<file path="config.mk">
export PLATFORM = sky130hd
export DESIGN_NAME = adc_capture_ctrl
export DESIGN_NICKNAME = d
export VERILOG_FILES = /design/src/rtl/adc_capture_ctrl.sv
export SDC_FILE = /design/constraint.sdc
export NUM_CORES = 1
export LEC_CHECK = 0
export CORE_MARGIN = 2
export CORE_UTILIZATION = 36
export DETAILED_ROUTE_END_ITERATION = 7
export PLACE_DENSITY = 0.65
export SYNTH_ARGS = -nofsm -noshare
export SYNTH_HDL_FRONTEND = slang
export SYNTH_SLANG_ARGS = --single-unit
export TNS_END_PERCENT = 5
</file>
<file path="constraint.sdc">
create_clock -name clk -period 2.8 [get_ports clk]
set_input_delay 0.42 -clock clk [delete_from_list [all_inputs] [get_ports clk]]
set_output_delay 0.42 -clock clk [all_outputs]
set_load 0.005 [all_outputs]
</file>
<file path="src/rtl/adc_capture_ctrl.sv">
// Trigger/decimation controller that captures one frame of ADC samples into a buffer.
// The config is latched at arm time, so the inputs may change while a capture is running.
module adc_capture_ctrl #(
  parameter int DATA_W = 8,
  parameter int ADDR_W = 10
) (
  input  logic              clk,
  input  logic              rst,
  input  logic              start,
  input  logic              abort,
  input  logic [1:0]        trig_mode,
  input  logic              ext_trig,
  input  logic [DATA_W-1:0] trig_level,
  input  logic [7:0]        decim,
  input  logic [ADDR_W-1:0] frame_len_m1,
  input  logic              sample_valid,
  input  logic [DATA_W-1:0] sample_in,
  output logic              wr_en,
  output logic [ADDR_W-1:0] wr_addr,
  output logic [DATA_W-1:0] wr_data,
  output logic              busy,
  output logic              armed,
  output logic              done
);

  typedef enum logic [1:0] {IDLE, ARMED, CAPTURE, DONE} state_t;

  typedef struct packed {
    logic [1:0]        mode;
    logic [DATA_W-1:0] level;
    logic [7:0]        decim;
    logic [ADDR_W-1:0] flen_m1;
  } cfg_t;

  state_t             state_q, state_d;
  cfg_t               cfg_q;
  logic [DATA_W-1:0]  prev_q;
  logic               fresh_q;
  logic [7:0]         dcnt_q;
  logic [ADDR_W-1:0]  addr_q;
  logic               arm_now, write_now, trig_hit, last_wr;

  // Crossing modes need a valid previous sample from this arming.
  always_comb begin
    trig_hit = 1'b0;
    case (cfg_q.mode)
      2'b00: trig_hit = 1'b1;
      2'b01: trig_hit = !fresh_q && ($signed(prev_q) <  $signed(cfg_q.level))
                                 && ($signed(sample_in) >= $signed(cfg_q.level));
      2'b10: trig_hit = !fresh_q && ($signed(prev_q) >= $signed(cfg_q.level))
                                 && ($signed(sample_in) <  $signed(cfg_q.level));
      default: trig_hit = ext_trig;
    endcase
  end

  assign last_wr = (addr_q == cfg_q.flen_m1);

  always_comb begin
    state_d   = state_q;
    arm_now   = 1'b0;
    write_now = 1'b0;
    case (state_q)
      IDLE: if (start && !abort) begin
        state_d = ARMED;
        arm_now = 1'b1;
      end
      ARMED: begin
        if (abort) state_d = IDLE;
        else if (sample_valid && trig_hit) begin
          write_now = 1'b1;
          state_d   = last_wr ? DONE : CAPTURE;
        end
      end
      CAPTURE: begin
        if (abort) state_d = IDLE;
        else if (sample_valid && dcnt_q == 8'd0) begin
          write_now = 1'b1;
          if (last_wr) state_d = DONE;
        end
      end
      default: state_d = IDLE;
    endcase
  end

  always_ff @(posedge clk or posedge rst) begin
    if (rst) begin
      state_q <= IDLE;
      cfg_q   <= '0;
      prev_q  <= '0;
      fresh_q <= 1'b0;
      dcnt_q  <= '0;
      addr_q  <= '0;
      wr_en   <= 1'b0;
      wr_addr <= '0;
      wr_data <= '0;
    end else begin
      state_q <= state_d;
      wr_en   <= write_now;
      if (sample_valid) prev_q <= sample_in;
      if (arm_now) begin
        cfg_q   <= '{mode: trig_mode, level: trig_level, decim: decim, flen_m1: frame_len_m1};
        fresh_q <= 1'b1;
        dcnt_q  <= '0;
        addr_q  <= '0;
      end else if (state_q == ARMED && sample_valid) begin
        fresh_q <= 1'b0;
      end
      // Each write reloads the skip count; skipped valids count it down to 0.
      if (write_now) begin
        addr_q  <= addr_q + ADDR_W'(1);
        dcnt_q  <= cfg_q.decim;
        wr_addr <= addr_q;
        wr_data <= sample_in;
      end else if (state_q == CAPTURE && sample_valid && !abort && dcnt_q != 8'd0) begin
        dcnt_q  <= dcnt_q - 8'd1;
      end
    end
  end

  assign busy  = (state_q == ARMED) || (state_q == CAPTURE);
  assign armed = (state_q == ARMED);
  assign done  = (state_q == DONE);

endmodule

</file>
==> results by group, run 1 <==
STA
  • Final setup violation count: 0
  • Final worst setup slack: 128 ps
  • Final Hold Viols: 0
  • RSZ-0062 raised after global routing: true
  • Min Clock Period, post-route: 2670 ps
  • Worst-Margin Slew: 663 ps
  • Fin. max-slew vios: 0
  • Worst Skew: 9.00 ps
  • Tcrit/Tclk final: 95.4%
  • Worst Hold Slack: 466 ps
  • Peak Freq: 374 MHz
  • Slew margin rel.: 55.2%

CTS
  • CTS tree: done
  • Sink Count: 76
  • Num CTS Buffers: 9
  • Clock buffer depth: 2
  • H-tree lvl count: 3
  • Clk root buf: clkbuf_8
  • CTS clk-pin slew, worst paths: 80 ps
  • Clk_lat worst skew: 350 ps

Synthesis
  • Synth Area in XOR/XNOR: 3.64%
  • Syn Nets: 412
  • Simple-Gate Fraction of Synth Area: 10.6%
  • Synthesized-area fraction occupied by adder cells: 7.15%
  • Mux cell area share after synthesis: 15.8%
  • Compound-Gate Fraction of Synth Area: 10.0%
  • Synth Flop Type: dfrtp_1
  • Number of synthesized flops with an enable pin: 0
  • Ys Warns: 0
  • Mapped Cells: 348
  • Synth async-reset ratio: 100%
  • Largest family of logic cells by synthesized area: multiplexers
  • Cell area after synthesis: 3850 µm²
  • Post-Syn Area per Cell: 11.1 µm²
  • Distinct cells, synth: 44
  • Sequential share of the synthesized area: 49.4%
  • Yosys reg bits: 76

Outcome
  • Run status: completed

Critical path
  • CP Launch Type: input port
  • Critical Path End Type: flip-flop
  • CP Class: in -> reg
  • Crit-path max FO: 16
  • Critical Path RT: 3030 ps
  • WP data arrival: 2900 ps

Pwr
  • Comb power frac: 37.9%
  • Cell-internal power: 2.84 mW
  • Sw frac: 32.3%
  • Sequential fraction of design power: 40.4%
  • NetSw: 1.35 mW
  • VDD IR max: 381 µV
  • P_leak: 2.16 nW
  • Pwr per Cell Area: 848 nW/µm²
  • Clk pwr share: 21.7%

Layout
  • P&R area growth vs syn: 28.2%
  • Diodes inserted: 0
  • Filler cell count in the final layout: 961
  • Multi-input gate area: 1830 µm²
  • Share of post-route cells with drive strength above 1: 20.4%
  • Reg area: 1900 µm²
  • Final nets: 485
  • Layout Cells excl Fill: 562

Route
  • Initial DRC count: 81
  • DRC: 0
  • Total Wirelength: 7970 µm
  • DR pass1 iterations: 4
  • DR vias: 2784
  • Drt wl/cell: 14.2 µm
  • Drt via density: 4.95
  • Final ANT Viol Nets: 0

Global routing
  • Pin count of the biggest net entering global routing: 77
  • Global-route wire length before repair: 13800 µm
  • Initial antenna violation count: 0
  • Vias in the first global route: 2884
  • GRT Residual Overflow: 0
  • Gr usage total: 15.1%

Place
  • Placed Cells: 546
  • IO buf count: 63
  • Final HPWL DP: 5680 µm
  • Worst slack, placed: -253 ps
  • Placer's final routability congestion estimate: 0.840

Die
  • DIE AREA: 11500 µm²
  • Die H: 107 µm
  • I/O pin count: 64
  • Die X: 107 µm
  • Num rows: 37
  • Core Area: 10400 µm²
  • Initial Util: 37.2%

Min path
  • Worst hold path type: in -> async

Job
  • Max-cap violations: 0
-- state kept, by name (all words and copies together), names as in the netlist --
register / flops
cfg_q: 28
addr_q: 10
wr_addr: 10
dcnt_q: 8
prev_q: 8
wr_data: 8
state_q: 2
fresh_q: 1
wr_en: 1
-- kinds of logic (layout without fill, tap and decap cells) --
group,Yosys count,in the layout
buf+inv,33,111
fa+ha+maj,22,22
compound gates,62,62
simple gates,85,85
xor+xnor,16,16
flops,76,76
mux,54,54
-- final cells by class --
type | count | share of cell area [%]
clock buffers | 10 | 2.58
clock inverters | 6 | 1.80
inverters | 19 | 1.44
multi-input cells | 239 | 37.0
flip-flops and latches | 76 | 38.5
well taps | 136 | 3.44
repair buffers | 76 | 15.2
-- cells in the final DEF, fill, tap and decap left out, drive strengths merged, types with 11 or more instances in the layout --
cell,instances
a21oi,18
buf,13
clkdlybuf4s50,63
dfrtp,76
ha,22
inv,19
mux2,53
nand2,22
nand3,14
nor2,20
o21ai,19
xnor2,11
-- path summary, 6_finish.rpt --
kind | from | to | slack, ps | depth (start not counted)
worst max-delay path | sample_in[1] | wr_addr[8]$_DFFE_PP0P_ | 130 | 10
worst min-delay path | rst | cfg_q[18]$_DFFE_PP0P_ | 470 | 3
worst max register to register | cfg_q[23]$_DFFE_PP0P_ | wr_addr[8]$_DFFE_PP0P_ | 190 | 10
worst min register to register | wr_data[7]$_DFFE_PP0P_ | wr_data[7]$_DFFE_PP0P_ | 510 | 1
max in group asynchronous | rst | cfg_q[7]$_DFFE_PP0P_ | 1990 | 3
min in group clk | wr_data[7]$_DFFE_PP0P_ | wr_data[7]$_DFFE_PP0P_ | 510 | 1
-- worst max-delay path, stage by stage --
cell and delay (ps):
clkdlybuf4s50_1 450, ha_1 320, nor2b_1 130, o211ai_1 190, a21oi_1 110, o21ba_1 190, o32a_1 340, o21a_2 250
buf_4 200, mux2_2 280
-- routing by layer --
metal	vias up	GRT usage [%]	routed length (µm)
li1	1378	-	-
met1	1333	19.7	3710
met4	0	4.49	93
met3	9	4.42	408
met5	-	0	0
met2	64	24.5	3760
-- power groups by stage --
stage               logic (mW)  registers [mW]  clock network, mW
global route              1.80            1.74              0.997
detailed placement        1.57            1.72                  0
global placement          1.53            1.70                  0
CTS                       1.59            1.70              0.938
floorplan                 1.06            1.65                  0
finish                    1.59            1.69              0.909
-- per-stage QoR --
step | utilization, % | power [mW] | setup TNS (ps) | instance area, µm²
finish | 47.6 | 4.19 | 0 | 4940
global route | 47.6 | 4.54 | -175 | 4940
CTS | 47.5 | 4.23 | 0 | 4930
detailed placement | 45.4 | 3.29 | -6380 | 4710
global placement | 45.4 | 3.24 | -5370 | 4710
floorplan | - | 2.71 | 0 | 3850
-- cells in the mapped netlist, types with 2 or more instances --
cell type,n,area share [%]
clkbuf_1,9,0.88
nand2_1,22,2.1
nor4_1,2,0.32
nand2b_1,6,0.97
a21o_1,3,0.58
ha_1,22,7.1
dfrtp_1,76,49
nor2b_1,3,0.49
xnor2_1,11,2.5
nor3b_1,2,0.39
mux2_2,53,15
o21a_1,2,0.39
or3_1,2,0.32
nand3_1,14,1.8
a21oi_1,18,2.3
nor3_1,5,0.65
inv_1,19,1.9
o31a_1,2,0.45
buf_2,4,0.52
a211oi_1,2,0.39
nor2_1,20,1.9
o211ai_1,2,0.39
a31oi_1,3,0.49
o21ai_0,18,2.3
nand4_1,5,0.81
xor2_1,5,1.1
-- repair_timing --
item / in CTS / in global routing
setup endpoints to repair: 0 / 32
resized for setup: 0 / 3
setup buffers: 0 / 0
hold endpoints to repair: 0 / 0
hold buffers: 0 / 0
Power figures use the tool's default switching activity.
==> inputs of run 2 (changes only) <==
Settings changed: CAP_MARGIN set to 20.
==> results of run 2 <==
Same layout as run 1: the final DEF is identical, and so are final timing and power.
==> inputs of run 3 (changes only) <==
Settings changed: SETUP_SLACK_MARGIN set to 0.05.
==> run 3 against run 2 <==
Effect of this change:
- clock-buffer cell count did not move
- flip-flop and latch count stayed put
- maximum frequency increased by 3.5%
- global-route usage is the same
- clock skew barely moved
- combinational power hardly changed
- highest routed layer unchanged
==> results by group, run 3 (synthesis results as in run 1) <==
Outcome
  • Run status: completed (unchanged)

Route
  • DRC: 0 (unchanged)
  • DR pass1 iterations: 4 (unchanged)
  • Initial DRC count: 81 (unchanged)
  • DR vias: 2785 (was 2784)
  • Met3 wire len: 397 µm (was 408 µm)
  • Drt via density: 4.95 (about the same)
  • Top Layer Used: met4 (unchanged)
  • Final ANT Viol Nets: 0 (unchanged)
  • Total Wirelength: 7980 µm (was 7970 µm)
  • Met1 wire length: 3720 µm (was 3710 µm)
  • Drt wl/cell: 14.2 µm (about the same)
  • DR WL met2: 3770 µm (was 3760 µm)

CTS
  • H-tree lvl count: 3 (unchanged)
  • CTS clk-pin slew, worst paths: 80 ps (about the same)
  • Sink Count: 76 (unchanged)
  • Hold_buf cts: 0 (unchanged)
  • CTS tree: done (unchanged)
  • Clock buffer depth: 2 (unchanged)
  • Num CTS Buffers: 9 (unchanged)
  • Clk_lat worst skew: 350 ps (about the same)
  • Clk root buf: clkbuf_8 (unchanged)

STA
  • Final setup violation count: 0 (unchanged)
  • Final Hold Viols: 0 (unchanged)
  • Fin. max-slew vios: 0 (unchanged)
  • Worst-Margin Slew: 663 ps (about the same)
  • Min Clock Period, post-route: 2580 ps (was 2670 ps)
  • Setup TNS: 0 ps (unchanged)
  • Slew margin rel.: 55.2% (about the same)
  • RSZ-0062 raised after global routing: false (was true)
  • Worst Skew: 8.67 ps (was 9.00 ps)
  • Peak Freq: 387 MHz (was 374 MHz)
  • Tcrit/Tclk final: 92.2% (was 95.4%)

Job
  • Max-cap violations: 0 (unchanged)

Place
  • IO buf count: 63 (unchanged)
  • Placer's final routability congestion estimate: 0.840 (unchanged)
  • Final HPWL DP: 5680 µm (unchanged)

Die
  • DIE AREA: 11500 µm² (unchanged)
  • Core Area: 10400 µm² (unchanged)
  • Die H: 107 µm (unchanged)
  • Num rows: 37 (unchanged)
  • Initial Util: 37.2% (unchanged)
  • I/O pin count: 64 (unchanged)
  • Die X: 107 µm (unchanged)

Layout
  • Final core occ: 47.9% (was 47.6%)
  • Diodes inserted: 0 (unchanged)
  • Most frequent cells in the layout: 76 x dfrtp_1, 62 x clkdlybuf4s50_1, 53 x mux2_2 (was 76 x dfrtp_1, 63 x clkdlybuf4s50_1, 53 x mux2_2)
  • Biggest register: cfg_q (unchanged)
  • Final nets: 486 (was 485)
  • Max FFs per register: 28 (unchanged)
  • P&R area growth vs syn: 28.8% (was 28.2%)
  • Most common cell after layout, fill and taps aside: dfrtp_1 (unchanged)
  • Largest registers: cfg_q (28), addr_q (10), wr_addr (10) (unchanged)
  • Share of post-route cells with drive strength above 1: 20.6% (was 20.4%)

Critical path
  • CP Launch Type: flip-flop (was input port)
  • Critical Path End Type: flip-flop (unchanged)
  • Crit-path max FO: 18 (was 16)
  • Flop2flop setup slack: 220 ps (was 190 ps)
  • Worst flop-to-flop path endpoint: addr_q[4]$_DFFE_PP0P_ (was wr_addr[8]$_DFFE_PP0P_)
  • CP Class: reg -> reg (was in -> reg)
  • Origin of the critical flop-to-flop path: cfg_q[23]$_DFFE_PP0P_ (unchanged)
  • Critical Path RT: 3030 ps (about the same)
  • Worst-case reg-to-reg path depth: 10 (unchanged)
  • WP data arrival: 2810 ps (was 2900 ps)

Global routing
  • Global-route wire length before repair: 13800 µm (unchanged)
  • Vias in the first global route: 2884 (unchanged)
  • Gr usage total: 15.1% (unchanged)
  • Initial antenna violation count: 0 (unchanged)
  • Pin count of the biggest net entering global routing: 77 (unchanged)
  • GRT Residual Overflow: 0 (unchanged)

Pwr
  • Pwr per Cell Area: 852 nW/µm² (was 848 nW/µm²)
  • P_leak: 2.18 nW (was 2.16 nW)
  • VDD IR max: 382 µV (was 381 µV)
  • Total power: 4.23 mW (was 4.19 mW)

Min path
  • Hold path start: sample_in[1]
  • Worst hold path type: in -> reg (was in -> async)
  • Hold Path Stages: 2
  • Hold Crit Endpoint: prev_q[1]$_DFFE_PP0P_
-- run 3: cell count changes in the layout (fill, tap and decap cells not counted) --
cell	change
o21a_4	+1
dlymetal6s2s_1	+1
buf_6	+2
buf_4	-1
clkdlybuf4s50_1	-1
o21a_2	-1
-- run 3: report_power, final --
| part | internal, mW | switching, mW | total, mW |
|---|---|---|---|
| registers | 1.45 | 0.245 | 1.69 |
| clock network | 0.502 | 0.410 | 0.912 |
| logic | 0.911 | 0.713 | 1.62 |
-- run 3: routing by layer --
metal	global-route usage, %	vias to the layer above
li1	-	1379
met3	4.42	10
met5	0	-
met2	24.5	64
met4	4.49	0
met1	19.7	1332
-- run 3: worst max path at each step --
stage,startpoint,endpoint,slack [ps],cells after the start
after detailed placement,sample_in[1],wr_addr[8]$_DFFE_PP0P_,-250,10
after global routing,cfg_q[24]$_DFFE_PP0P_,addr_q[4]$_DFFE_PP0P_,40,11
after floorplan,sample_in[1],addr_q[3]$_DFFE_PP0P_,390,10
after global placement,sample_in[1],wr_addr[9]$_DFFE_PP0P_,-220,10
after CTS,cfg_q[23]$_DFFE_PP0P_,wr_addr[8]$_DFFE_PP0P_,90,10
final,cfg_q[23]$_DFFE_PP0P_,addr_q[4]$_DFFE_PP0P_,220,10
-- run 3: per-stage QoR --
step | instances | instance area, µm² | worst slack, ps | hold slack (ps)
4_1_cts | 562 | 4930 | 94.4 | 487
3_3_place_gp | 546 | 4710 | -224 | 486
5_1_grt | 563 | 4960 | 36.0 | 398
3_5_place_dp | 546 | 4710 | -253 | 496
6_report | 563 | 4960 | 218 | 399
2_1_floorplan | 348 | 3850 | 386 | 458
-- run 3: layout make-up --
| type | instances | area [µm²] |
|---|---|---|
| fill | 963 | 5410 |
| sequential | 76 | 1900 |
| multi-input combinational | 239 | 1830 |
| timing repair buffer | 77 | 771 |
| tap | 136 | 170 |
| clock buffer | 10 | 128 |
| clock inverter | 6 | 88.8 |
| inverter | 19 | 71.3 |
-- run 3: critical path, stage by stage (launching register included) --
cell and delay (ps):
dfrtp_1 350, inv_1 60, ha_1 310, a21oi_1 210, o21ai_1 130, a2111oi_2 400, a311oi_1 80, o32a_1 200
o21a_4 240, buf_12 150, a311o_1 310
-- run 3: timing repair --
| action | in CTS | in global routing |
|---|---|---|
| setup buffers | 0 | 1 |
| endpoints found under the setup margin | 3 | 30 |
| pin swaps | 0 | 4 |
| resized for setup | 1 | 6 |
